==> src/rtl/t_ff_pkg.sv <==
// ----------------------------------------------------------------------------
// t_ff_pkg
//   Definitions shared by the lab counters.
//   DIR_UP / DIR_DOWN : values of the count-direction input.
//   clamp_mod()       : clamps a value into the range 0..modulus-1. Any value
//                       at or above the modulus becomes modulus-1.
// ----------------------------------------------------------------------------
package t_ff_pkg;

   localparam logic DIR_UP   = 1'b1;
   localparam logic DIR_DOWN = 1'b0;

   function automatic int unsigned clamp_mod(input int unsigned val,
                                             input int unsigned modulus);
      return (val >= modulus) ? (modulus - 1) : val;
   endfunction

endpackage

==> src/rtl/t_ff_counter_if.sv <==
// ----------------------------------------------------------------------------
// t_ff_counter_if
//   Control and status bundle for t_ff_counter.
//   master (the user of the counter) drives : en, up, load, load_val
//   slave  (the counter) drives             : Q, Q_b, tc, wrap
// ----------------------------------------------------------------------------
interface t_ff_counter_if #(
   parameter int WIDTH = 4
);
   logic             en;
   logic             up;
   logic             load;
   logic [WIDTH-1:0] load_val;
   logic [WIDTH-1:0] Q;
   logic [WIDTH-1:0] Q_b;
   logic             tc;
   logic             wrap;

   modport master (
      output en, up, load, load_val,
      input  Q, Q_b, tc, wrap
   );

   modport slave (
      input  en, up, load, load_val,
      output Q, Q_b, tc, wrap
   );
endinterface

==> src/rtl/t_ff_cell.sv <==
// ----------------------------------------------------------------------------
// t_ff_cell
//   A single toggle flip-flop with asynchronous active-low reset.
//   Clk   : clock, rising edge
//   rst_n : asynchronous reset, active low; forces Q to INIT
//   T     : toggle request; Q inverts on the next rising edge when T=1
//   Q     : stored bit
//   Q_b   : complement of the stored bit. It is taken from the same flop, so
//           it can never disagree with Q.
// ----------------------------------------------------------------------------
module t_ff_cell #(
   parameter logic INIT = 1'b0
) (
   input  logic Clk,
   input  logic rst_n,
   input  logic T,
   output logic Q,
   output logic Q_b
);

   logic q_q;

   always_ff @(posedge Clk or negedge rst_n) begin
      if (!rst_n) begin
         q_q <= INIT;
      end else begin
         q_q <= q_q ^ T;
      end
   end

   assign Q   = q_q;
   assign Q_b = ~q_q;

endmodule

==> src/rtl/t_ff_counter.sv <==
// ----------------------------------------------------------------------------
// t_ff_counter
//   Modulo-MODULUS up/down counter built from WIDTH toggle cells.
//   Clk   : clock, rising edge
//   rst_n : asynchronous reset, active low
//   bus   : t_ff_counter_if.slave
//           en/up/load/load_val in; Q/Q_b (registered), tc (comb), wrap (reg) out
//   Priority on each edge: load (clamped to MODULUS-1) > en (count) > hold.
// ----------------------------------------------------------------------------
module t_ff_counter
   import t_ff_pkg::*;
#(
   parameter int WIDTH     = 4,
   parameter int MODULUS   = 16,
   parameter int RESET_VAL = 0
) (
   input  logic           Clk,
   input  logic           rst_n,
   t_ff_counter_if.slave  bus
);

   if (MODULUS < 2 || MODULUS > (1 << WIDTH)) begin : g_bad_modulus
      $error("t_ff_counter: MODULUS must be in 2..2**WIDTH");
   end
   if (RESET_VAL < 0 || RESET_VAL >= MODULUS) begin : g_bad_reset
      $error("t_ff_counter: RESET_VAL must be below MODULUS");
   end
   if ($bits(bus.load_val) != WIDTH) begin : g_bad_if_width
      $error("t_ff_counter: interface WIDTH differs from counter WIDTH");
   end

   localparam logic [WIDTH-1:0] MAX_VAL = WIDTH'(MODULUS - 1);
   localparam logic [WIDTH-1:0] RST_VEC = WIDTH'(RESET_VAL);

   logic [WIDTH-1:0] q_w;
   logic [WIDTH-1:0] qb_w;
   logic [WIDTH-1:0] next_d;
   logic [WIDTH-1:0] t_vec;
   logic             wrap_d;
   logic             wrap_q;

   always_comb begin
      next_d = q_w;
      wrap_d = 1'b0;
      if (bus.load) begin
         next_d = WIDTH'(clamp_mod(32'(bus.load_val), MODULUS));
      end else if (bus.en) begin
         if (bus.up == DIR_UP) begin
            if (q_w == MAX_VAL) begin
               next_d = '0;
               wrap_d = 1'b1;
            end else begin
               next_d = q_w + 1'b1;
            end
         end else begin
            if (q_w == '0) begin
               next_d = MAX_VAL;
               wrap_d = 1'b1;
            end else begin
               next_d = q_w - 1'b1;
            end
         end
      end
   end

   // Each cell is toggled exactly where the next value differs from the
   // current one; when holding, the toggle vector is all zeros.
   assign t_vec = q_w ^ next_d;

   for (genvar gi = 0; gi < WIDTH; gi++) begin : g_cell
      t_ff_cell #(
         .INIT (RST_VEC[gi])
      ) u_cell (
         .Clk   (Clk),
         .rst_n (rst_n),
         .T     (t_vec[gi]),
         .Q     (q_w[gi]),
         .Q_b   (qb_w[gi])
      );
   end

   always_ff @(posedge Clk or negedge rst_n) begin
      if (!rst_n) begin
         wrap_q <= 1'b0;
      end else begin
         wrap_q <= wrap_d;
      end
   end

   // tc flags the edge on which a count would wrap, one cycle before Q shows
   // the wrapped value.
   assign bus.tc   = bus.en & ~bus.load &
                     ((bus.up == DIR_UP) ? (q_w == MAX_VAL) : (q_w == '0));
   assign bus.Q    = q_w;
   assign bus.Q_b  = qb_w;
   assign bus.wrap = wrap_q;

endmodule

==> src/flat_wrapper.sv <==
// flat-port wrapper written by rule: the top's interface ports become plain ports
module t_ff_counter_flat import t_ff_pkg::*;
#(
   parameter int WIDTH     = 4,
   parameter int MODULUS   = 16,
   parameter int RESET_VAL = 0
)
  (Clk, rst_n, bus_en, bus_up, bus_load, bus_load_val, bus_Q, bus_Q_b, bus_tc, bus_wrap);
  t_ff_counter_if #(.WIDTH(WIDTH)) bus_i ();
  input  logic Clk;
  input  logic rst_n;
  input wire logic [$bits(bus_i.en)-1:0] bus_en;
  input wire logic [$bits(bus_i.up)-1:0] bus_up;
  input wire logic [$bits(bus_i.load)-1:0] bus_load;
  input wire logic [$bits(bus_i.load_val)-1:0] bus_load_val;
  output wire logic [$bits(bus_i.Q)-1:0] bus_Q;
  output wire logic [$bits(bus_i.Q_b)-1:0] bus_Q_b;
  output wire logic [$bits(bus_i.tc)-1:0] bus_tc;
  output wire logic [$bits(bus_i.wrap)-1:0] bus_wrap;
  assign bus_i.en = bus_en;
  assign bus_i.up = bus_up;
  assign bus_i.load = bus_load;
  assign bus_i.load_val = bus_load_val;
  assign bus_Q = bus_i.Q;
  assign bus_Q_b = bus_i.Q_b;
  assign bus_tc = bus_i.tc;
  assign bus_wrap = bus_i.wrap;
  t_ff_counter #(.WIDTH(WIDTH), .MODULUS(MODULUS), .RESET_VAL(RESET_VAL)) u_core (.Clk(Clk), .rst_n(rst_n), .bus(bus_i));
endmodule
==> config.mk <==
export PLATFORM = sky130hd
export DESIGN_NAME = t_ff_counter_flat
export DESIGN_NICKNAME = d
export VERILOG_FILES = /design/src/rtl/t_ff_pkg.sv /design/src/rtl/t_ff_counter_if.sv /design/src/rtl/t_ff_cell.sv /design/src/rtl/t_ff_counter.sv /design/src/flat_wrapper.sv
export SDC_FILE = /design/constraint.sdc
export NUM_CORES = 1
export LEC_CHECK = 0
export CAP_MARGIN = 5
export CORE_MARGIN = 5
export CORE_UTILIZATION = 35
export CTS_CLUSTER_DIAMETER = 60
export DETAILED_ROUTE_END_ITERATION = 10
export PLACE_DENSITY = 0.7
export SLEW_MARGIN = 15
export SYNTH_ARGS = -nofsm -noshare
export SYNTH_HDL_FRONTEND = slang
export SYNTH_SLANG_ARGS = --single-unit
==> constraint.sdc <==
create_clock -name Clk -period 1.7 [get_ports Clk]
set_clock_uncertainty 0.2 [all_clocks]
set_input_delay 0.34 -clock Clk [delete_from_list [all_inputs] [get_ports Clk]]
set_output_delay 0.34 -clock Clk [all_outputs]
set_load 0.005 [all_outputs]
; Word level (Yosys, flattened, before mapping)
; Index checks and enable logic that the tools add are counted.
[totals]
regBits = 5
inputBits = 9
output_inout_bits = 10
wordCells = 32
[classes]
addsub = 2
eq_ne = 1
muxes = 11
n_bitwise = 12
reduce_logical = 1
[ops]
columns = op, count
row1 = 4-bit 2-to-1 mux, 5
row2 = 1-bit 2-to-1 mux, 6
row3 = 1-bit inverter, 5
row4 = "4-bit by 1-bit adder with 4-bit output, second input constant", 1
row5 = "4-bit equality test, second input constant", 1
row6 = 4-bit zero test, 1
row7 = "4-bit by 1-bit subtractor with 4-bit output, second input constant", 1
row8 = 1-bit bitwise XOR, 4
row9 = 4-bit bitwise XOR, 1
row10 = 1-bit bitwise AND, 2

; Depth between registers and ports, before layout
[depth]
depth_word = 7
depth_mapped = 7
depth_no_buf = 6

; By module
; Synthesis repeated with hierarchy kept, for this count alone.
[hier_totals]
cells_unflattened = 51
hier_area_um2 = 420.4
[modules_own_cells]
columns = module, n_inst, cells_per_inst, area_per_inst_um2, seq_area_each_um2
row1 = t_ff_counter, 1, 39, 270.3, 25.0
row2 = t_ff_cell, 4, 3, 37.5, 25.0

; Worst setup path before layout
; Ideal clock, no wire load.
[synth_timing]
path_type = reg-to-output
from = reg u_core.g_cell[0].u_cell.q_q
to = out bus_tc
arrival_time_ns = 1.287
required_ns = 1.160
path_slack_ns = -0.127
path_stages_with_launch = 7
n_path_buf = 1
cell_sequence = dfrtp_1 -> clkbuf_2 -> inv_1 -> ha_1 -> nor4b_1 -> a41oi_1 -> nor3b_1
[synth_via]
elab_chain_len = 3
elab_cells_between_ends = 4
classes_between = 1 x eq/ne / 1 x mux / 1 x bitwise / 1 x reduce/logical
[synth_rtl]
columns = element, line
row1 = start: declaration, t_ff_cell.sv:21  ; logic q_q;
row2 = start signal: assignment, t_ff_cell.sv:27  ; q_q <= q_q ^ T;
row3 = 4-bit equality test / 4-bit zero test (equally long branches), t_ff_counter.sv:93  ; ((bus.up == DIR_UP) ? (q_w == MAX_VAL) : (q_w == '0));
row4 = 1-bit 2-to-1 mux *, t_ff_counter.sv:93
row5 = 1-bit bitwise AND *, t_ff_counter.sv:92  ; assign bus.tc = bus.en & ~bus.load &
row6 = end: declaration, flat_wrapper.sv:18  ; output wire logic [$bits(bus_i.tc)-1:0] bus_tc;
; Mark *: on every way between the ends. The rest lies on a longest branch, timed or not.

; Final worst setup path
[layout_timing]
from = reg u_core.g_cell[1].u_cell.q_q
to = out bus_tc
[layout_via]
elab_chain_len = 3
elab_cells_between_ends = 4
classes_between = 1 x eq/ne / 1 x mux / 1 x bitwise / 1 x reduce/logical
[layout_rtl]
columns = element, line
row1 = start: declaration, t_ff_cell.sv:21
row2 = start signal: assignment, t_ff_cell.sv:27
row3 = 4-bit equality test / 4-bit zero test (equally long branches), t_ff_counter.sv:93
row4 = 1-bit 2-to-1 mux *, t_ff_counter.sv:93
row5 = 1-bit bitwise AND *, t_ff_counter.sv:92
; Marks and branches as above.

==> run summary <==
Multiplexer share of the synthesized area = 4.64%
Synth Area in Adders = 5.46%
First-pass GRT wire length = 1960 um
Switch share = 32.5%
Port bufs = 18
P&R area growth vs syn = 89.6%
Die Area = 0.00213 mm^2
R2R depth = 8
Crit path from = u_core.g_cell[1].u_cell.Q$_DFF_PN0_
Arrival @ worst endpoint = 1460 ps
Comb pwr share = 54.0%
RSZ-0062 raised after global routing = true
Critical Path RT = 1160 ps
Clock Latency Late Sink = 240 ps
CTS clk-pin slew, worst paths = 40 ps
Max Fclk = 500 MHz
Mapped Nets = 64
CTS Buffer Depth = 2
I/O pin cnt = 19
WS Path Type = reg2out
Post-synthesis simple-gate area fraction = 15.0%
CP Capture Point = bus_tc
Largest area contributor in the netlist = dfrtp_1
Final period util = 118%
Max-slew violation count = 0
Detailed Route Iter0 Violations = 3
Post-synthesis compound-gate area fraction = 21.9%
CTS tree = yes
Power per Cell Area = 722 mW/mm^2
Reg2Reg Setup Slack = -190 ps
Maxcap violations = 0
Final setup viols = 5
GRT Total Usage = 13.4%
Unique masters post-synth = 29
Leak = 0.395 nW
# fillers = 111
Synth Area in XOR/XNOR = 3.83%
Vias per cell = 4.97
Critical Path End Type = primary output
Reg-to-reg critical path startpoint = u_core.g_cell[0].u_cell.Q$_DFF_PN0_
Gr ovfl total = 0
Total Wirelength = 1430 um
Final setup TNS = -663 ps
Tmin final = 2000 ps
Share of post-route cells with drive strength above 1 = 61.6%
Total power = 0.627 mW
P_int = 0.423 mW
Post-synthesis sequential area ratio = 27.3%
Antenna violations before repair = 0
Vias in the first global route = 455
Synth Area per Inst = 8.64 um^2
IR drop worst, VDD = 609 uV
Clk pwr share = 22.1%
Row count = 13
Net Sw Power = 0.204 mW
R2r endpoint = u_core.g_cell[3].u_cell.Q$_DFF_PN0_
Worst Tran Pin Value = 275 ps
Area of the core = 0.00127 mm^2
Final hold slack = 121 ps
Pre-Repair DR Iteration Count = 4
DP HPWL = 868 um
GP Congestion = 0.810
Relative slew slack = 81.6%
Worst Slack Setup Final = -300 ps
Failing checks = setup timing
Clock net sink count = 5
Fraction of power consumed by sequential logic = 23.9%
Top cells by area, synth = dfrtp_1 27%, buf_4 13%, ha_1 5.5%
Synthesized flop and latch total = 5
Ys Warns = 0
Cells after Synth = 53
Final ANT Viol Nets = 0
Num CTS Buffers = 3
Post-route DRC = 0
Drt wl/cell = 14.1 um
Die Y = 46.2 um
CTS HTree Levels = 1
Largest net degree at the start of global routing = 10
Vias = 502
Initial Utilization = 36.1%
Hold/Removal Path Class = in2async
Hold Vio Cnt, Final = 0
Critical Path Source Type = flip-flop
Die width = 46.2 um
Root buf cell = clkbuf_4
Share of the synthesized area in the top cell type = 27.3%
Main combinational cell family by area after synthesis = buffers and inverters
N_diodes = 0
Layout Nets = 98
Worst-path fanout max = 2
Cts-stage hold buffer count = 0
Status = complete, but fails checks
Mapped Area = 458 um^2
==> cells in the final DEF, fill, tap and decap left out, types with 2 or more instances in the layout <==
| cell | netlist | layout |
|---|---|---|
| o311ai_2 | 1 | 2 |
| buf_6 | 1 | 8 |
| buf_2 | 1 | 2 |
| clkbuf_4 | 0 | 3 |
| dfrtp_1 | 5 | 4 |
| o21ai_1 | 1 | 2 |
| ha_4 | 0 | 2 |
| dlygate4sd2_1 | 0 | 3 |
| clkbuf_2 | 1 | 3 |
| clkdlybuf4s50_1 | 0 | 8 |
| inv_2 | 2 | 3 |
| buf_4 | 8 | 15 |
| nor2_1 | 2 | 2 |
| nand2_1 | 4 | 3 |
| a21oi_2 | 0 | 2 |
==> power by group through the flow <==
| stage | combinational, mW | sequential, mW | clock (mW) |
|---|---|---|---|
| detailed placement | 0.252 | 0.146 | 0 |
| global route | 0.363 | 0.151 | 0.154 |
| finish | 0.338 | 0.150 | 0.139 |
| floorplan | 0.145 | 0.153 | 0 |
| CTS | 0.278 | 0.148 | 0.145 |
| global placement | 0.248 | 0.147 | 0 |
==> how the worst min path moves through the flow <==
stage / end / slack (ps) / cells past startpoint / from
2_1_floorplan: u_core.bus.wrap$_DFF_PN0_ / -160 / 0 / rst_n
5_1_grt: u_core.g_cell[0].u_cell.Q$_DFF_PN0_ / 120 / 1 / rst_n
4_1_cts: u_core.g_cell[0].u_cell.Q$_DFF_PN0_ / 120 / 1 / rst_n
3_3_place_gp: u_core.g_cell[0].u_cell.Q$_DFF_PN0_ / 380 / 1 / rst_n
6_report: u_core.g_cell[0].u_cell.Q$_DFF_PN0_ / 120 / 1 / rst_n
3_5_place_dp: u_core.g_cell[3].u_cell.Q$_DFF_PN0_ / 380 / 1 / rst_n
==> cells by family (layout without fill, tap and decap cells) <==
group           Yosys count  after routing
fa+ha+maj                 2              2
simple gates             12             12
buf+inv                  16             49
compound gates           14             14
xor+xnor                  2              2
mux                       2              2
flops                     5              5
==> timing repair <==
item | 4_1_cts | 5_1_grt
buffers inserted | 6 | 4
gates resized for setup | 25 | 22
endpoints found under the setup margin | 12 | 8
pin swaps | 2 | 4
==> registers in the layout (all words and copies together) (netlist names) <==
name	count
u_core.bus.wrap	1
u_core.g_cell.u_cell.Q	4
==> cells in the mapped netlist, drive strengths merged <==
master	n
nand2	4
mux2i	1
buf	11
a21oi	3
a31o	1
xnor2	2
and3	1
nor3b	2
mux2	1
nor4	1
clkbuf	1
ha	2
a41oi	1
nor4b	1
inv	4
o311ai	2
o22ai	1
o21bai	1
dfrtp	5
nor2	2
a22o	1
o21ai	4
or3b	1
==> critical path: stages (launching register included) <==
cell	delay, ps
dfrtp_1	400
inv_2	100
ha_4	140
nor4b_4	210
a41oi_2	70
nor3b_2	160
buf_2	130
==> through the flow <==
step,cell area [um^2],instances,worst slack (ps),util [%]
floorplan,488,53,-35.8,-
global placement,691,87,-737,54.4
detailed placement,691,87,-777,54.4
CTS,779,97,-314,61.4
global route,868,101,-397,68.4
finish,868,101,-300,68.4
==> per-layer routing <==
metal | vias to the layer above | wire [um] | global-route usage (%)
li1 | 246 | - | -
met1 | 234 | 566 | 14.6
met2 | 18 | 723 | 23.4
met3 | 4 | 103 | 4.69
met4 | 0 | 33 | 5.11
met5 | - | 0 | 0
==> area by class of cell <==
| type | count | area (um^2) | area share (%) |
|---|---|---|---|
| multi-input combinational | 32 | 323 | 37.2 |
| clock buffer | 4 | 26.3 | 3.03 |
| inverter | 4 | 17.5 | 2.02 |
| tap | 15 | 18.8 | 2.16 |
| sequential | 5 | 126 | 14.6 |
| timing repair buffer | 41 | 357 | 41.1 |
No activity file was read; power rests on OpenSTA's default activity.
